===== src/rtl/roller_pkg.sv =====
// roller_pkg: state encoding and default LFSR tap mask shared by the slot roller.
package roller_pkg;
  typedef enum logic [1:0] {IDLE, ROLL, STOPPING, DONE} state_t;
  // x^16 + x^14 + x^13 + x^11 + 1 -> taps at bits 15, 13, 12, 10
  localparam logic [15:0] TAP_MASK = 16'hB400;
endpackage


===== src/rtl/roller_lfsr.sv =====
// roller_lfsr: left-shifting Fibonacci LFSR that reloads its seed if it ever locks up at zero.
module roller_lfsr #(
  parameter int W = 16,
  parameter int OUT_W = 12,
  parameter logic [W-1:0] SEED = W'(1),
  parameter logic [W-1:0] TAPS = W'(roller_pkg::TAP_MASK)
) (
  input  logic             clk,
  input  logic             rst_n,
  output logic [OUT_W-1:0] sample
);
  logic [W-1:0] state;
  always_ff @(posedge clk or negedge rst_n)
    if (!rst_n) state <= SEED;
    else state <= state == '0 ? SEED : {state[W-2:0], ^(state & TAPS)};
  assign sample = state[OUT_W-1:0];
endmodule


===== src/rtl/random_slot_roller.sv =====
// random_slot_roller: N_CH pseudo-random value channels that roll on a divided tick
// and freeze one by one after stop, flagging a match when all land equal.
module random_slot_roller
  import roller_pkg::*;
#(
  parameter int N_CH = 3,
  parameter int VAL_W = 4,
  parameter int MAX_VAL = 9,
  parameter int LFSR_W = 16,
  parameter logic [LFSR_W-1:0] SEED = 16'h0001,
  parameter int DIV = 100_000
) (
  input  logic                  clk,
  input  logic                  rst_n,
  input  logic                  start,
  input  logic                  stop,
  input  logic [N_CH-1:0]       hold,
  output logic [N_CH*VAL_W-1:0] val,
  output logic [N_CH-1:0]       frozen,
  output logic                  busy,
  output logic                  match,
  output logic                  tick
);
  localparam int CW = $clog2(DIV);
  localparam int KW = N_CH > 1 ? $clog2(N_CH) : 1;
  if (N_CH*VAL_W > LFSR_W || MAX_VAL >= 2**VAL_W || MAX_VAL+1 < 2**(VAL_W-1) || SEED == '0 || DIV < 2)
    begin : g_bad_params
      $error("random_slot_roller: illegal parameter set");
    end
  state_t state;
  logic [CW-1:0] cnt;
  logic [KW-1:0] k;
  logic [N_CH*VAL_W-1:0] raw, nxt;
  logic all_eq;
  roller_lfsr #(.W(LFSR_W), .OUT_W(N_CH*VAL_W), .SEED(SEED), .TAPS(LFSR_W'(TAP_MASK))) u_lfsr (
    .clk(clk),
    .rst_n(rst_n),
    .sample(raw)
  );
  assign tick = cnt == CW'(DIV-1);
  // Single conditional subtract folds raw into 0..MAX_VAL since MAX_VAL+1 >= 2^(VAL_W-1)
  always_comb begin
    all_eq = 1'b1;
    for (int i = 0; i < N_CH; i++) begin
      nxt[i*VAL_W +: VAL_W] = raw[i*VAL_W +: VAL_W] > VAL_W'(MAX_VAL)
        ? raw[i*VAL_W +: VAL_W] - VAL_W'(MAX_VAL+1) : raw[i*VAL_W +: VAL_W];
      all_eq = all_eq & (val[i*VAL_W +: VAL_W] == val[VAL_W-1:0]);
    end
  end
  always_ff @(posedge clk or negedge rst_n)
    if (!rst_n) begin
      state  <= IDLE;
      cnt    <= '0;
      k      <= '0;
      val    <= '0;
      frozen <= '0;
      busy   <= 1'b0;
      match  <= 1'b0;
    end else begin
      cnt <= tick ? '0 : cnt + 1'b1;
      case (state)
        IDLE, DONE: if (start) begin
          state  <= ROLL;
          busy   <= 1'b1;
          frozen <= '0;
          match  <= 1'b0;
          k      <= '0;
        end
        ROLL: begin
          if (tick)
            for (int i = 0; i < N_CH; i++)
              if (!hold[i]) val[i*VAL_W +: VAL_W] <= nxt[i*VAL_W +: VAL_W];
          if (stop) state <= STOPPING;
        end
        STOPPING: if (tick) begin
          for (int i = 0; i < N_CH; i++)
            if (KW'(i) == k) frozen[i] <= 1'b1;
            else if (!frozen[i] && !hold[i]) val[i*VAL_W +: VAL_W] <= nxt[i*VAL_W +: VAL_W];
          k <= k + 1'b1;
          // Every other channel is already frozen here, so current values are final
          if (k == KW'(N_CH-1)) begin
            state <= DONE;
            busy  <= 1'b0;
            match <= all_eq;
          end
        end
        default: state <= IDLE;
      endcase
    end
endmodule


===== config.mk =====
export PLATFORM = sky130hd
export DESIGN_NAME = random_slot_roller
export DESIGN_NICKNAME = d
export VERILOG_FILES = /design/src/rtl/roller_pkg.sv /design/src/rtl/roller_lfsr.sv /design/src/rtl/random_slot_roller.sv
export SDC_FILE = /design/constraint.sdc
export NUM_CORES = 1
export LEC_CHECK = 0
export ABC_AREA = 1
export BUFFER_PORTS_ARGS = -buffer_cell sky130_fd_sc_hd__buf_4
export CORE_MARGIN = 3
export CORE_UTILIZATION = 50
export DETAILED_ROUTE_END_ITERATION = 10
export PLACE_DENSITY = 0.76
export SYNTH_ARGS = -nofsm -noshare
export SYNTH_HDL_FRONTEND = slang
export SYNTH_SLANG_ARGS = --single-unit

===== constraint.sdc =====
create_clock -name clk -period 1.5 [get_ports clk]
set_input_delay 0.075 -clock clk [delete_from_list [all_inputs] [get_ports clk]]
set_output_delay 0.075 -clock clk [all_outputs]
set_load 0.02 [all_outputs]

==> impl_metrics.env <==
export IMPL_status="complete, but fails checks"
export IMPL_violations="setup timing"
export IMPL_cap_violations=0
export IMPL_diodes=0
export IMPL_syn_to_final_growth_pct=22.84
export IMPL_dr_pass1_iters=5
export IMPL_drc=0
export IMPL_top_level_ports=25
export IMPL_ys_ff_latch=54
export IMPL_fin_tns_setup_ns=-0.2255
export IMPL_die_area_mm2=0.006734
export IMPL_drive_gt1_share_pct=30.45
export IMPL_setup_violations=12
export IMPL_die_h_um=82.06
export IMPL_place_area_mm2=0.003183
export IMPL_synth_nets=361
export IMPL_cpLargestDelayFamily="simple AND/OR/NAND/NOR gates"
export IMPL_p_seq_share_pct=40.0
export IMPL_worst_slew_pin_slew_ns=0.6744
export IMPL_synth_warnings=0
export IMPL_grt_pass1_wl_um=9991
export IMPL_synthArstFlopShare_pct=100.0
export IMPL_portBuffers=24
export IMPL_power_leakage_uw=0.001819
export IMPL_cts_sinks=54
export IMPL_grt_start_max_net_pins=55
export IMPL_skew_ns=0.004448
export IMPL_hpwl_um=4383
export IMPL_antenna_found_initial=0
export IMPL_htreeDepth=2
export IMPL_antenna_left=0
export IMPL_start_util_pct=52.21
export IMPL_grtUsageTotal_pct=19.71
export IMPL_grt_pass1_vias=2229
export IMPL_clk_pin_slew_ns=0.10
export IMPL_synthCells=343
export IMPL_numCtsBuffers=5
export IMPL_synth_seq_area_share_pct=46.76
export IMPL_cts_path_max_buffers=2
export IMPL_vias=2290
export IMPL_crit_fanout=8
export IMPL_drtIter0Drc=148
export IMPL_grt_setup_unrepaired="yes"
export IMPL_synth_edf_count=0
export IMPL_chipWidth_um=82.06
export IMPL_required_ns=1.75
export IMPL_endpoint_kind="flip-flop"
export IMPL_syn_area_per_cell_um2=8.434
export IMPL_fmax_ghz=0.6504
export IMPL_power_density_mw_per_mm2=1171
export IMPL_cts_tree="done"
export IMPL_num_rows=27
export IMPL_gp_congestion=0.9353
export IMPL_max_slew_margin_pct=55.04
export IMPL_synth_flop_cell="dfrtp_1"
export IMPL_crit_arrival_ns=1.78
export IMPL_p_total_uw=4161
export IMPL_worstPathCellList="buf_4, ha_1, nor2_2, nor3_2, buf_4, nand2_4, nand2_1, o21ai_2"
export IMPL_drt_total_wl_um=6309
export IMPL_synth_area_mm2=0.002893
export IMPL_drv_slew=0
export IMPL_synth_area_leaders="dfrtp_1, nand2_1, inv_1, ha_1, xor2_1"
export IMPL_avgViaCountPerCell=5.055
export IMPL_core_mm2=0.005540
export IMPL_preCtsSetupSlack_ns=-0.04989
export IMPL_combPwrFrac_pct=32.2
export IMPL_worstSetupPathType="reg2reg"
export IMPL_final_nets=398
export IMPL_cts_root_buf="clkbuf_8"
export IMPL_finalHoldViolCount=0
export IMPL_slowest_stage="dfrtp_1"
export IMPL_overflow=0
export IMPL_pwr_share_clk_pct=27.8
export IMPL_worst_skew_pair_late_latency_ns=0.31
export IMPL_postLayoutSetupSlackWorst_ns=-0.03759
export IMPL_period_share_pct=102.5
export IMPL_synth_top_area_share_pct=45.85
export IMPL_synth_cell_type_count=35
export IMPL_synth_largest_area_cell="dfrtp_1"
export IMPL_worstSetupStartpointType="flip-flop"
export IMPL_swShare_pct=32.91
export IMPL_whs_ns=0.05466
export IMPL_max_stage_delay_ns=0.42
export IMPL_internal_power_uw=2791
export IMPL_peakVddDrop_uv=1150
export IMPL_crit_buf_inv=2
export IMPL_switching_power_uw=1369
export IMPL_hold_path_class="in2reg"
export IMPL_fin_area_mm2=0.003553
export IMPL_wire_per_inst_um=13.93
export IMPL_cpMostUsedCell="buf_4"
export IMPL_period_minus_slack_ns=1.538
synthesized netlist by cell type, types with 5 or more instances:
master and instances:
a21oi_1 10, clkbuf_1 13, dfrtp_1 53, ha_1 11
inv_1 56, inv_2 5, nand2_1 62, nand3_1 14
nand4_1 5, nor2_1 27, nor3_1 12, o21ai_0 14
o21ai_1 6, o21ai_2 11, xor2_1 12
routing by layer:
metal | wire length [µm] | GRT usage (%) | vias to the layer above
li1 | - | - | 1138
met1 | 2774 | 24.93 | 1085
met4 | 112 | 7.641 | 0
met5 | 0 | 0 | -
met2 | 3211 | 33.04 | 55
met3 | 211 | 4.057 | 12
path summary, 6_finish.rpt:
kind | to | slack, ns | cells past startpoint | startpoint
setup reg to reg | val[11] | -0.04 | 8 | state[0]
setup / recovery | val[11] | -0.04 | 8 | state[0]
min in group asynchronous | cnt[12] | 0.33 | 2 | rst_n
hold / removal | val[0] | 0.05 | 4 | hold[0]
max in group asynchronous | cnt[6] | 0.70 | 2 | rst_n
hold reg to reg | u_lfsr.state[5] | 0.39 | 0 | u_lfsr.state[4]
cells in the final DEF (no fill, tap or decap), types with 9 or more instances in the layout:
cell	synthesis	routed
o21ai_2	11	12
o21ai_0	14	13
nor3_1	12	9
buf_4	2	42
inv_1	56	55
nor2_1	27	21
dfrtp_1	53	49
nand2_1	62	58
xor2_1	12	12
nand3_1	14	13
sequential cells by signal, indices dropped and copies added (netlist names):
| signal | flops |
|---|---|
| cnt | 17 |
| u_lfsr.state | 16 |
| val | 12 |
| frozen | 3 |
| k | 2 |
| state | 2 |
| busy | 1 |
| match | 1 |
per-stage QoR:
step | utilization (%) | instances
global route | 64.14 | 453
detailed placement | 57.45 | 435
global placement | 57.45 | 435
CTS | 61.18 | 448
floorplan | - | 343
finish | 64.14 | 453
cell families (layout without fill, tap and decap cells):
family / count (synthesis) / after routing / share of synthesized area [%]
compound gates: 44 / 44 / 9.257
simple gates: 142 / 142 / 24.52
flops: 54 / 54 / 46.76
fa+ha+maj: 11 / 11 / 4.758
xor+xnor: 13 / 13 / 3.936
buf+inv: 79 / 117 / 10.77
timing repair:
action                     CTS  global route
hold buffers                 1             0
resized for setup            8            32
setup endpoints to repair   13            32
buffers inserted             4             5
pin swaps                    2             7
hold endpoints to repair    53             0
worst register-to-register path, cell delays in order (launching register included):
cell and delay, ns:
dfrtp_1 0.42, buf_4 0.14, ha_1 0.22, nor2_2 0.22
nor3_2 0.09, buf_4 0.15, nand2_4 0.11, nand2_1 0.08
o21ai_2 0.05
final cells by class:
cell class                 instances  area [µm²]
fill                             440        1987
multi-input combinational        210        1370
sequential                        54        1358
timing repair buffer              46       359.1
inverter                          63       239.0
tap                               72       90.09
clock buffer                       5       68.82
clock inverter                     3       68.82
power groups by stage:
stage / Combinational, µW / Sequential, µW / Clock, µW
detailed placement: 1090 / 1680 / 0
floorplan: 662 / 1740 / 0
CTS: 1110 / 1650 / 1170
global placement: 1060 / 1670 / 0
global route: 1480 / 1680 / 1240
finish: 1340 / 1660 / 1160
Note: power is estimated with default switching activity, not from simulation.
